<file path="src/rtl/uart_pkg.sv">
// Purpose: shared types and constants for the round-robin UART transmit scheduler.
// Latency: n/a (types and constants only).
// Backpressure: n/a.
// Contents: sched_state_t (FSM states), TAG_BASE (tag byte prefix), DATA_W (byte width).
// Build option: UART_TX_SCHED_TAG_EN adds the ISSUE_D state used for tag-then-data frames.
package uart_pkg;

  localparam int DATA_W = 8;
  localparam logic [DATA_W-1:0] TAG_BASE = 8'hA0;

`ifdef UART_TX_SCHED_TAG_EN
  typedef enum logic [2:0] {
    SYNC     = 3'd0,
    IDLE     = 3'd1,
    ISSUE    = 3'd2,
    WAIT_ACT = 3'd3,
    WAIT_END = 3'd4,
    ISSUE_D  = 3'd5
  } sched_state_t;
`else
  typedef enum logic [2:0] {
    SYNC     = 3'd0,
    IDLE     = 3'd1,
    ISSUE    = 3'd2,
    WAIT_ACT = 3'd3,
    WAIT_END = 3'd4
  } sched_state_t;
`endif

endpackage

</file>
<file path="src/rtl/uart_rr_arbiter.sv">
// Purpose: combinational round-robin pick of the first requester at or above ptr (wrapping).
// Latency: zero cycles, purely combinational.
// Backpressure: none; the caller decides when a grant is taken.
// Ports: req (request vector), ptr (search start), grant_onehot / grant_id (winner), any (some req set).
module uart_rr_arbiter #(
  parameter int N_REQ = 4
) (
  input  logic [N_REQ-1:0]         req,
  input  logic [$clog2(N_REQ)-1:0] ptr,
  output logic [N_REQ-1:0]         grant_onehot,
  output logic [$clog2(N_REQ)-1:0] grant_id,
  output logic                     any
);

  localparam int ID_W = $clog2(N_REQ);

  always_comb begin
    grant_onehot = '0;
    grant_id     = '0;
    any          = 1'b0;
    // Walk N_REQ positions starting at ptr; the first hit wins and later hits are ignored.
    for (int i = 0; i < N_REQ; i++) begin
      if (!any && req[(int'(ptr) + i) % N_REQ]) begin
        any      = 1'b1;
        grant_id = ID_W'((int'(ptr) + i) % N_REQ);
      end
    end
    if (any) begin
      grant_onehot[grant_id] = 1'b1;
    end
  end

endmodule

</file>
<file path="src/rtl/uart_tx_scheduler.sv">
// Purpose: shares one uartTX between N_REQ byte producers with round-robin arbitration.
// Latency: accept registered at the IDLE edge, o_tx_dv in the same following cycle; 10*CLK_PER_BIT+3 accept-to-accept.
// Backpressure: requesters hold valid until their one-cycle ready pulse; issue is paced by i_tx_active.
// Ports: clk, rst (async, active-high); i_req_valid/i_req_byte in, o_req_ready/o_grant_id out;
//        o_busy (not IDLE), o_err (sticky watchdog); o_tx_dv/o_tx_byte to uartTX, i_tx_active from uartTX.
// Build option: UART_TX_SCHED_TAG_EN sends a tag byte (TAG_BASE | id) ahead of each data byte.
module uart_tx_scheduler
  import uart_pkg::*;
#(
  parameter int N_REQ     = 4,
  parameter int WD_CYCLES = 3
) (
  input  logic                     clk,
  input  logic                     rst,
  input  logic [N_REQ-1:0]         i_req_valid,
  input  logic [N_REQ*DATA_W-1:0]  i_req_byte,
  output logic [N_REQ-1:0]         o_req_ready,
  output logic [$clog2(N_REQ)-1:0] o_grant_id,
  output logic                     o_busy,
  output logic                     o_err,
  output logic                     o_tx_dv,
  output logic [DATA_W-1:0]        o_tx_byte,
  input  logic                     i_tx_active
);

  localparam int ID_W = $clog2(N_REQ);
  localparam int WD_W = $clog2(WD_CYCLES + 1);
  // WAIT_ACT is entered one edge after the issue edge, so the timeout fires on
  // the (WD_CYCLES-1)th WAIT_ACT edge, i.e. WD_CYCLES edges after o_tx_dv rose.
  localparam logic [WD_W-1:0] WD_LAST = WD_W'(WD_CYCLES - 2);

  sched_state_t        state_q, state_d;
  logic [ID_W-1:0]     ptr_q, ptr_d;
  logic [DATA_W-1:0]   hold_q, hold_d;
  logic [N_REQ-1:0]    ready_q, ready_d;
  logic [ID_W-1:0]     gid_q, gid_d;
  logic                busy_q, busy_d;
  logic                err_q, err_d;
  logic                dv_q, dv_d;
  logic [WD_W-1:0]     wd_q, wd_d;
`ifdef UART_TX_SCHED_TAG_EN
  logic                pend_q, pend_d;
  logic [DATA_W-1:0]   byte_q, byte_d;
`endif

  logic [N_REQ-1:0]    arb_onehot;
  logic [ID_W-1:0]     arb_id;
  logic                arb_any;

  uart_rr_arbiter #(
    .N_REQ (N_REQ)
  ) u_arb (
    .req          (i_req_valid),
    .ptr          (ptr_q),
    .grant_onehot (arb_onehot),
    .grant_id     (arb_id),
    .any          (arb_any)
  );

  always_comb begin
    state_d = state_q;
    ptr_d   = ptr_q;
    hold_d  = hold_q;
    ready_d = '0;
    gid_d   = gid_q;
    err_d   = err_q;
    dv_d    = 1'b0;
    wd_d    = wd_q;
`ifdef UART_TX_SCHED_TAG_EN
    pend_d  = pend_q;
    byte_d  = byte_q;
`endif

    case (state_q)
      // uartTX has no reset and may still be mid-frame; wait for it to go quiet.
      SYNC: begin
        if (!i_tx_active) begin
          state_d = IDLE;
        end
      end

      IDLE: begin
        if (arb_any) begin
          hold_d  = i_req_byte[int'(arb_id)*DATA_W +: DATA_W];
          gid_d   = arb_id;
          ready_d = arb_onehot;
          ptr_d   = (int'(arb_id) == N_REQ - 1) ? '0 : arb_id + 1'b1;
          dv_d    = 1'b1;
          state_d = ISSUE;
`ifdef UART_TX_SCHED_TAG_EN
          byte_d  = TAG_BASE | DATA_W'(arb_id);
          pend_d  = 1'b1;
`endif
        end
      end

      ISSUE: begin
        wd_d    = '0;
        state_d = WAIT_ACT;
      end

      WAIT_ACT: begin
        if (i_tx_active) begin
          state_d = WAIT_END;
        end else if (wd_q == WD_LAST) begin
          // Transmitter never started: flag it and drop the grant (both frames in tag mode).
          err_d   = 1'b1;
          state_d = IDLE;
`ifdef UART_TX_SCHED_TAG_EN
          pend_d  = 1'b0;
`endif
        end else begin
          wd_d = wd_q + 1'b1;
        end
      end

      WAIT_END: begin
        if (!i_tx_active) begin
`ifdef UART_TX_SCHED_TAG_EN
          if (pend_q) begin
            dv_d    = 1'b1;
            byte_d  = hold_q;
            pend_d  = 1'b0;
            state_d = ISSUE_D;
          end else begin
            state_d = IDLE;
          end
`else
          state_d = IDLE;
`endif
        end
      end

`ifdef UART_TX_SCHED_TAG_EN
      ISSUE_D: begin
        wd_d    = '0;
        state_d = WAIT_ACT;
      end
`endif

      default: begin
        state_d = SYNC;
      end
    endcase

    busy_d = (state_d != IDLE);
  end

  always_ff @(posedge clk or posedge rst) begin
    if (rst) begin
      state_q <= SYNC;
      ptr_q   <= '0;
      hold_q  <= '0;
      ready_q <= '0;
      gid_q   <= '0;
      busy_q  <= 1'b1;
      err_q   <= 1'b0;
      dv_q    <= 1'b0;
      wd_q    <= '0;
`ifdef UART_TX_SCHED_TAG_EN
      pend_q  <= 1'b0;
      byte_q  <= '0;
`endif
    end else begin
      state_q <= state_d;
      ptr_q   <= ptr_d;
      hold_q  <= hold_d;
      ready_q <= ready_d;
      gid_q   <= gid_d;
      busy_q  <= busy_d;
      err_q   <= err_d;
      dv_q    <= dv_d;
      wd_q    <= wd_d;
`ifdef UART_TX_SCHED_TAG_EN
      pend_q  <= pend_d;
      byte_q  <= byte_d;
`endif
    end
  end

  assign o_req_ready = ready_q;
  assign o_grant_id  = gid_q;
  assign o_busy      = busy_q;
  assign o_err       = err_q;
  assign o_tx_dv     = dv_q;
`ifdef UART_TX_SCHED_TAG_EN
  assign o_tx_byte   = byte_q;
`else
  // Without tags the latched request byte is the only thing ever transmitted.
  assign o_tx_byte   = hold_q;
`endif

endmodule

</file>
<file path="config.mk">
export PLATFORM = sky130hd
export DESIGN_NAME = uart_tx_scheduler
export DESIGN_NICKNAME = d
export VERILOG_FILES = /design/src/rtl/uart_pkg.sv /design/src/rtl/uart_rr_arbiter.sv /design/src/rtl/uart_tx_scheduler.sv
export SDC_FILE = /design/constraint.sdc
export NUM_CORES = 1
export LEC_CHECK = 0
export ABC_AREA = 1
export BUFFER_PORTS_ARGS = -buffer_cell sky130_fd_sc_hd__buf_2
export CAP_MARGIN = 0
export CORE_ASPECT_RATIO = 0.75
export CORE_MARGIN = 3
export CORE_UTILIZATION = 51
export CTS_CLUSTER_SIZE = 12
export DETAILED_ROUTE_END_ITERATION = 12
export GPL_TIMING_DRIVEN = 0
export PLACE_DENSITY_LB_ADDON = 0.15
export SETUP_SLACK_MARGIN = 0.4
export SLEW_MARGIN = 20
export SYNTH_ARGS = -nofsm -noshare
export SYNTH_HDL_FRONTEND = slang
export SYNTH_SLANG_ARGS = --single-unit
</file>
<file path="constraint.sdc">
create_clock -name clk -period 2 [get_ports clk]
set_input_delay 0.1 -clock clk [delete_from_list [all_inputs] [get_ports clk]]
set_output_delay 0.1 -clock clk [all_outputs]
set_load 0.01 [all_outputs]
</file>
==> reports/metrics.csv, run 1 <==
metric;value;unit
status;finished clean;
relative slew slack;39.7;%
HP Class;in -> async;
Yosys warning total;0;
commonest non-fill, non-tap cell in the layout;nand2_1;
Area growth syn-to-layout;39.0;%
total grt overflow;0;
worst slew pin tran;0.903;ns
Comb pwr share;76.7;%
post-synth design cell area;1710;um^2
input/output buffers;55;
Data required, critical path;2.19;ns
Synth Area per Inst;6.69;um^2
final core occ;77.5;%
Setup CP Type;reg -> reg;
placed insts;348;
Clock Latency Late Sink;0.26;ns
Die Y;56.1;um
CP max-delay cell;dfrtp_1;
drc violations;0;
Reg clk slew, reported paths;0.08;ns
fin area;2370;um^2
cells after synthesis;255;
distinct cell type count after synthesis;25;
Peak Freq;529;MHz
Cell Int Power;2.33;mW
fin crit share;94.6;%
Final Critical Period;1.89;ns
max-capacitance violation count;0;
number of global-route vias before repair;1757;
Syn Nets;299;
CTS Root Cell;clkbuf_8;
n_diodes;0;
Crit Path Max Fanout;9;
RSZ-0062 raised after global routing;yes;
die width;72.8;um
drt pass-1 iters;4;
htree depth;1;
clock buffer depth;2;
sequential power share;17.3;%
Final #Nets;379;
initial antenna violation count;0;
Routed Antenna Nets;0;
VDD IR max;0.939;mV
Seq cells post-synth;24;
PwrDens;2020;nW/um^2
critical path endpoint category;flop;
GRT Overall Usage;22.4;%
# rows;17;
CTS tree;built;
Core ar.;3060;um^2
nature of the critical path startpoint;flop;
WP buf/inv;4;
crit path DAT;2.08;ns
sequential-to-total area share from yosys stat;35.3;%
Clk pwr share;6.0;%
vias per std cell;5.02;
vias after detailed routing;1866;
final hold vios;0;
largest net degree at the start of global routing;25;
skew final;0.00312;ns
non-filler instance count after layout;372;
TritonCTS sink count;24;
P_leak;1.42;nW
layout cells sized above 1;38.0;%
sw power;2.47;mW
GP Congestion;0.842;
Net Sw Frac;51.5;%
final wirelength;4580;um
first-pass GRT wire length;7360;um
max-slew violations;0;
starting density of the core;55.7;%
DP Area;2080;um^2
hold slack final;0.0170;ns
area of the die;4080;um^2
drt initial violations;106;
CP most frequent cell;nand2_1;
# setup viols final;0;
most frequent cells in the layout;nand2_1, buf_2, inv_1, dfrtp_1, nand3_1;
register-to-register path setup slack;0.11;ns
CP delay by family, top;simple AND/OR/NAND/NOR gates;
CTS Buf Count;3;
I/O pin cnt;56;
Wirelength per Cell;12.3;um
CP cell instances;buf_6 > inv_8 > nand2_1 > nand2_1 > nand2_2 > nand2_2 > nor2_4 > nand3_4 > nand3_4 > buf_6 > inv_4 > ha_4 > nand2_1 > o21ai_1;
HPWL after DPL;3050;um
CP peak stage delay;0.38;ns
-- through the flow --
step	setup WS, ns	total power, mW	setup TNS [ns]
final	0.108	4.79	0
after global routing	-0.0105	5.23	-0.0162
after CTS	0.138	4.46	0
after detailed placement	0.0702	3.75	0
after global placement	0.0793	3.68	0
after floorplan	0.277	3.05	0
-- Yosys cell counts (all sizes together) --
master,n,share of area [%]
dfstp,1,1.5
a31o,1,0.51
nor2,12,3.2
nor3,3,0.88
inv,53,12
nand3,29,9.8
ha,5,3.7
nand4,15,5.5
nand2,94,22
buf,8,3.4
a31oi,1,0.37
o21ai,7,2.1
a21oi,2,0.59
nand3b,1,0.44
dfrtp,23,34
-- repair_timing --
item                       in CTS  in global routing
gates cloned                    3                  1
buffers inserted               10                  6
setup endpoints to repair      21                 21
pin swaps                       3                  9
gates resized for setup        10                 21
hold buffers                    0                  0
-- logic make-up (layout without fill, tap and decap cells) --
logic type      after synthesis  in the layout  share of synthesized area [%]
compound gates               11             11                           3.52
buf+inv                      61            140                           15.4
fa+ha+maj                     5              5                           3.67
simple gates                154            154                           42.2
flops                        24             24                           35.3
-- state kept, by name, indices dropped and copies added, names as in the netlist --
signal,count
o_busy,1
o_err,1
o_grant_id,2
o_req_ready,4
o_tx_byte,8
o_tx_dv,1
ptr_q,2
state_q,3
wd_q,2
-- power by group through the flow --
stage          Sequential, mW  Clock, mW  Combinational [mW]
2_1_floorplan           0.890          0                2.16
3_3_place_gp            0.822          0                2.86
4_1_cts                 0.820      0.293                3.35
6_report                0.829      0.288                3.68
3_5_place_dp            0.824          0                2.93
5_1_grt                 0.853      0.314                4.07
-- area by class of cell --
| cell class | count | area, um^2 |
|---|---|---|
| Timing Repair inverter | 1 | 6.26 |
| Buffer | 8 | 67.6 |
| Timing Repair Buffer | 74 | 422 |
| Multi-Input combinational cell | 170 | 960 |
| Fill cell | 223 | 691 |
| Clock buffer | 4 | 45.0 |
| Tap cell | 38 | 47.5 |
| Sequential cell | 24 | 603 |
| Inverter | 53 | 221 |
-- routing by layer --
metal	vias up	global-route usage (%)	part of all wire (%)	wire (um)
li1	949	-	-	-
met1	860	29.2	44	2010
met2	51	36.6	49	2250
met3	6	6.68	6.2	284
met4	0	4.21	0.83	38
met5	-	0	0	0
-- final timing paths --
| check | cells past startpoint | end | start |
|---|---|---|---|
| worst max-delay path | 14 | ptr_q[1] | ptr_q[0] |
| worst min-delay path | 2 | o_tx_byte[2] | rst |
| worst max register to register | 14 | ptr_q[1] | ptr_q[0] |
| worst min register to register | 1 | o_err | o_err |
| max in group asynchronous | 2 | ptr_q[1] | rst |
| min in group clk | 3 | state_q[2] | i_tx_active |
Power figures use the tool's default switching activity.
==> run 2: changes to the inputs <==
--- a/config.mk
+++ b/config.mk
@@ -10,11 +10,11 @@
 export CAP_MARGIN = 0
 export CORE_ASPECT_RATIO = 0.75
 export CORE_MARGIN = 3
-export CORE_UTILIZATION = 51
+export CORE_UTILIZATION = 50
 export CTS_CLUSTER_SIZE = 12
 export DETAILED_ROUTE_END_ITERATION = 12
 export GPL_TIMING_DRIVEN = 0
-export PLACE_DENSITY_LB_ADDON = 0.15
+export PLACE_DENSITY = 0.79
 export SETUP_SLACK_MARGIN = 0.4
 export SLEW_MARGIN = 20
 export SYNTH_ARGS = -nofsm -noshare
==> run 2 against run 1 <==
Net effect:
- combinational power grew 5.4%
- maximum frequency decreased by 3.1%
- clock power about the same
- global-route usage decreased by 1.3 points
- first-iteration DRC count is 21% lower
- routed wire length up 2.9%
- register-to-register slack got worse by 0.06 ns
- cell area is 2.8% higher
- critical path depth shrank 1
- via count up 0.59%
- non-clock buffer count did not move
- largest cell class unchanged
==> reports/metrics.csv, run 2 (same netlist as run 1, synthesis figures left out) <==
metric;value;unit;change
status;finished clean;;unchanged
HP Class;in -> async;;unchanged
Core ar.;3110;um^2;was 3060 um^2
# setup viols final;0;;unchanged
final core occ;78.6;%;was 77.5%
number of global-route vias before repair;1595;;was 1757
critical path endpoint category;flop;;unchanged
die width;73.5;um;was 72.8 um
R2R Path End;ptr_q[1];;unchanged
multi-input logic area;1030;um^2;was 960 um^2
# rows;17;;unchanged
final hold vios;0;;unchanged
Routed Antenna Nets;0;;unchanged
CTS Root Cell;clkbuf_8;;unchanged
starting density of the core;55.0;%;was 55.7%
WP buf/inv;4;;unchanged
HPWL after DPL;2950;um;was 3050 um
worst setup path startpoint;ptr_q[0];;unchanged
input/output buffers;55;;unchanged
Setup CP Type;reg -> reg;;unchanged
filler cell count;219;;was 223
vias per std cell;5.03;;was 5.02
WP depth;13;;was 14
Wirelength per Cell;12.6;um;was 12.3 um
commonest non-fill, non-tap cell in the layout;nand2_1;;unchanged
layout cells sized above 1;40.9;%;was 38.0%
hold slack final;0.00495;ns;was 0.0170 ns
Clock Latency Late Sink;0.26;ns;about the same
total grt overflow;0;;unchanged
CP peak stage delay;0.40;ns;was 0.38 ns
largest net degree at the start of global routing;25;;unchanged
Area growth syn-to-layout;43.0;%;was 39.0%
P_leak;1.44;nW;was 1.42 nW
initial antenna violation count;0;;unchanged
max-capacitance violation count;0;;unchanged
FF/Latch Area;603;um^2;unchanged
htree depth;1;;unchanged
CP most frequent cell;nand3_4;;was nand2_1
I/O pin cnt;56;;unchanged
clock buffer depth;2;;unchanged
PwrDens;2050;nW/um^2;was 2020 nW/um^2
Reg clk slew, reported paths;0.08;ns;about the same
area of the die;4160;um^2;was 4080 um^2
Final #Nets;380;;was 379
Data required, critical path;2.16;ns;was 2.19 ns
CP cell instances;buf_6 > inv_8 > nand2_2 > nand3_4 > nand2_4 > nor2_4 > buf_4 > nand3_4 > nand2_8 > clkinv_8 > ha_4 > nand2_1 > o21ai_1;;was buf_6 > inv_8 > nand2_1 > nand2_1 > nand2_2 > nand2_2 > nor2_4 > nand3_4 > nand3_4 > buf_6 > inv_4 > ha_4 > nand2_1 > o21ai_1
final wirelength;4710;um;was 4580 um
GP Congestion;0.832;;was 0.842
Setup crit end;ptr_q[1];;unchanged
vias after detailed routing;1877;;was 1866
CP max-delay cell;dfrtp_1;;unchanged
VDD IR max;0.983;mV;was 0.939 mV
drc violations;0;;unchanged
register-to-register path setup slack;0.05;ns;was 0.11 ns
Peak Freq;512;MHz;was 529 MHz
pre-CTS WS;0.0577;ns;was 0.0702 ns
CP delay by family, top;simple AND/OR/NAND/NOR gates;;unchanged
Crit Path Max Fanout;9;;unchanged
nature of the critical path startpoint;flop;;unchanged
max-slew violations;0;;unchanged
hold_buf cts;0;;unchanged
Final Critical Period;1.95;ns;was 1.89 ns
GRT Overall Usage;21.0;%;was 22.4%
first-pass GRT wire length;7060;um;was 7360 um
drt pass-1 iters;5;;was 4
crit path DAT;2.11;ns;was 2.08 ns
worst r2r path cells;13;;was 14
relative slew slack;41.8;%;was 39.7%
CTS tree;built;;unchanged
worst slew pin tran;0.873;ns;was 0.903 ns
max reg flops;8;;unchanged
fin crit share;97.6;%;was 94.6%
post-route setup slack;0.0479;ns;was 0.108 ns
n_diodes;0;;unchanged
CTS Buf Count;3;;unchanged
most frequent cells in the layout;nand2_1, buf_2, inv_1, buf_4, dfrtp_1;;was nand2_1, buf_2, inv_1, dfrtp_1, nand3_1
RSZ-0062 raised after global routing;yes;;unchanged
reg2reg start;ptr_q[0];;unchanged
skew final;0.00200;ns;was 0.00312 ns
TritonCTS sink count;24;;unchanged
drt initial violations;84;;was 106
Die Y;56.6;um;was 56.1 um
[run 2: cell count changes in the layout (fill, tap and decap cells not counted), moves of 3 or more]
cell and delta:
buf_6 -3, nand2_1 -5, nand2_2 +3, buf_4 +3, nand2_4 +3, nand3_4 +3
[run 2: through the flow]
step                cells  TNS (ns)  cell area, um^2  power (mW)
floorplan             255         0             1750        3.05
global placement      348         0             2080        3.67
detailed placement    348         0             2080        3.73
CTS                   361         0             2260        4.48
global route          373    -0.351             2440        5.47
finish                373         0             2440        5.01
[run 2: where the power goes]
group          total, mW  leakage (nW)  internal [mW]  switching (mW)
Sequential         0.836         0.304          0.710           0.126
Clock              0.290        0.0228          0.142           0.147
Combinational       3.88          1.11           1.56            2.32
Total               5.01          1.44           2.41            2.60
[run 2: how the worst min path moves through the flow]
stage / slack (ns) / to / start / cells after the start
3_5_place_dp: 0.33 / o_tx_byte[3] / rst / 2
5_1_grt: 0.08 / o_tx_dv / rst / 2
3_3_place_gp: 0.32 / o_tx_byte[4] / rst / 2
4_1_cts: 0.03 / o_tx_byte[3] / rst / 2
6_report: 0.005 / o_tx_byte[4] / rst / 2
2_1_floorplan: 0.11 / o_err / rst / 1
[run 2: timing repair]
item,4_1_cts,5_1_grt
setup buffers,6,11
endpoints found under the hold margin,0,0
gates resized for setup,14,29
endpoints found under the setup margin,20,19
cloned,3,1
pin swaps,3,13
[run 2: worst register-to-register path: stages, from the launching register on]
cell	delay [ns]
dfrtp_1	0.40
buf_6	0.15
inv_8	0.09
nand2_2	0.09
nand3_4	0.10
nand2_4	0.06
nor2_4	0.16
buf_4	0.15
nand3_4	0.10
nand2_8	0.14
clkinv_8	0.08
ha_4	0.23
nand2_1	0.05
o21ai_1	0.05
[run 2: layer usage]
metal	vias to the layer above	track usage, %	routed length, um
li1	958	-	-
met1	850	30.1	2080
met2	59	32.6	2220
met3	10	5.72	366
met4	0	2.58	51
met5	-	0	0
[run 2: cell type report]
class,instances,area share [%]
clock buffers,4,1.85
plain buffers,8,2.87
repair buffers,74,17.1
multi-input cells,171,42.1
repair inverters,1,0.256
flip-flops and latches,24,24.7
well taps,38,1.95
inverters,53,9.18
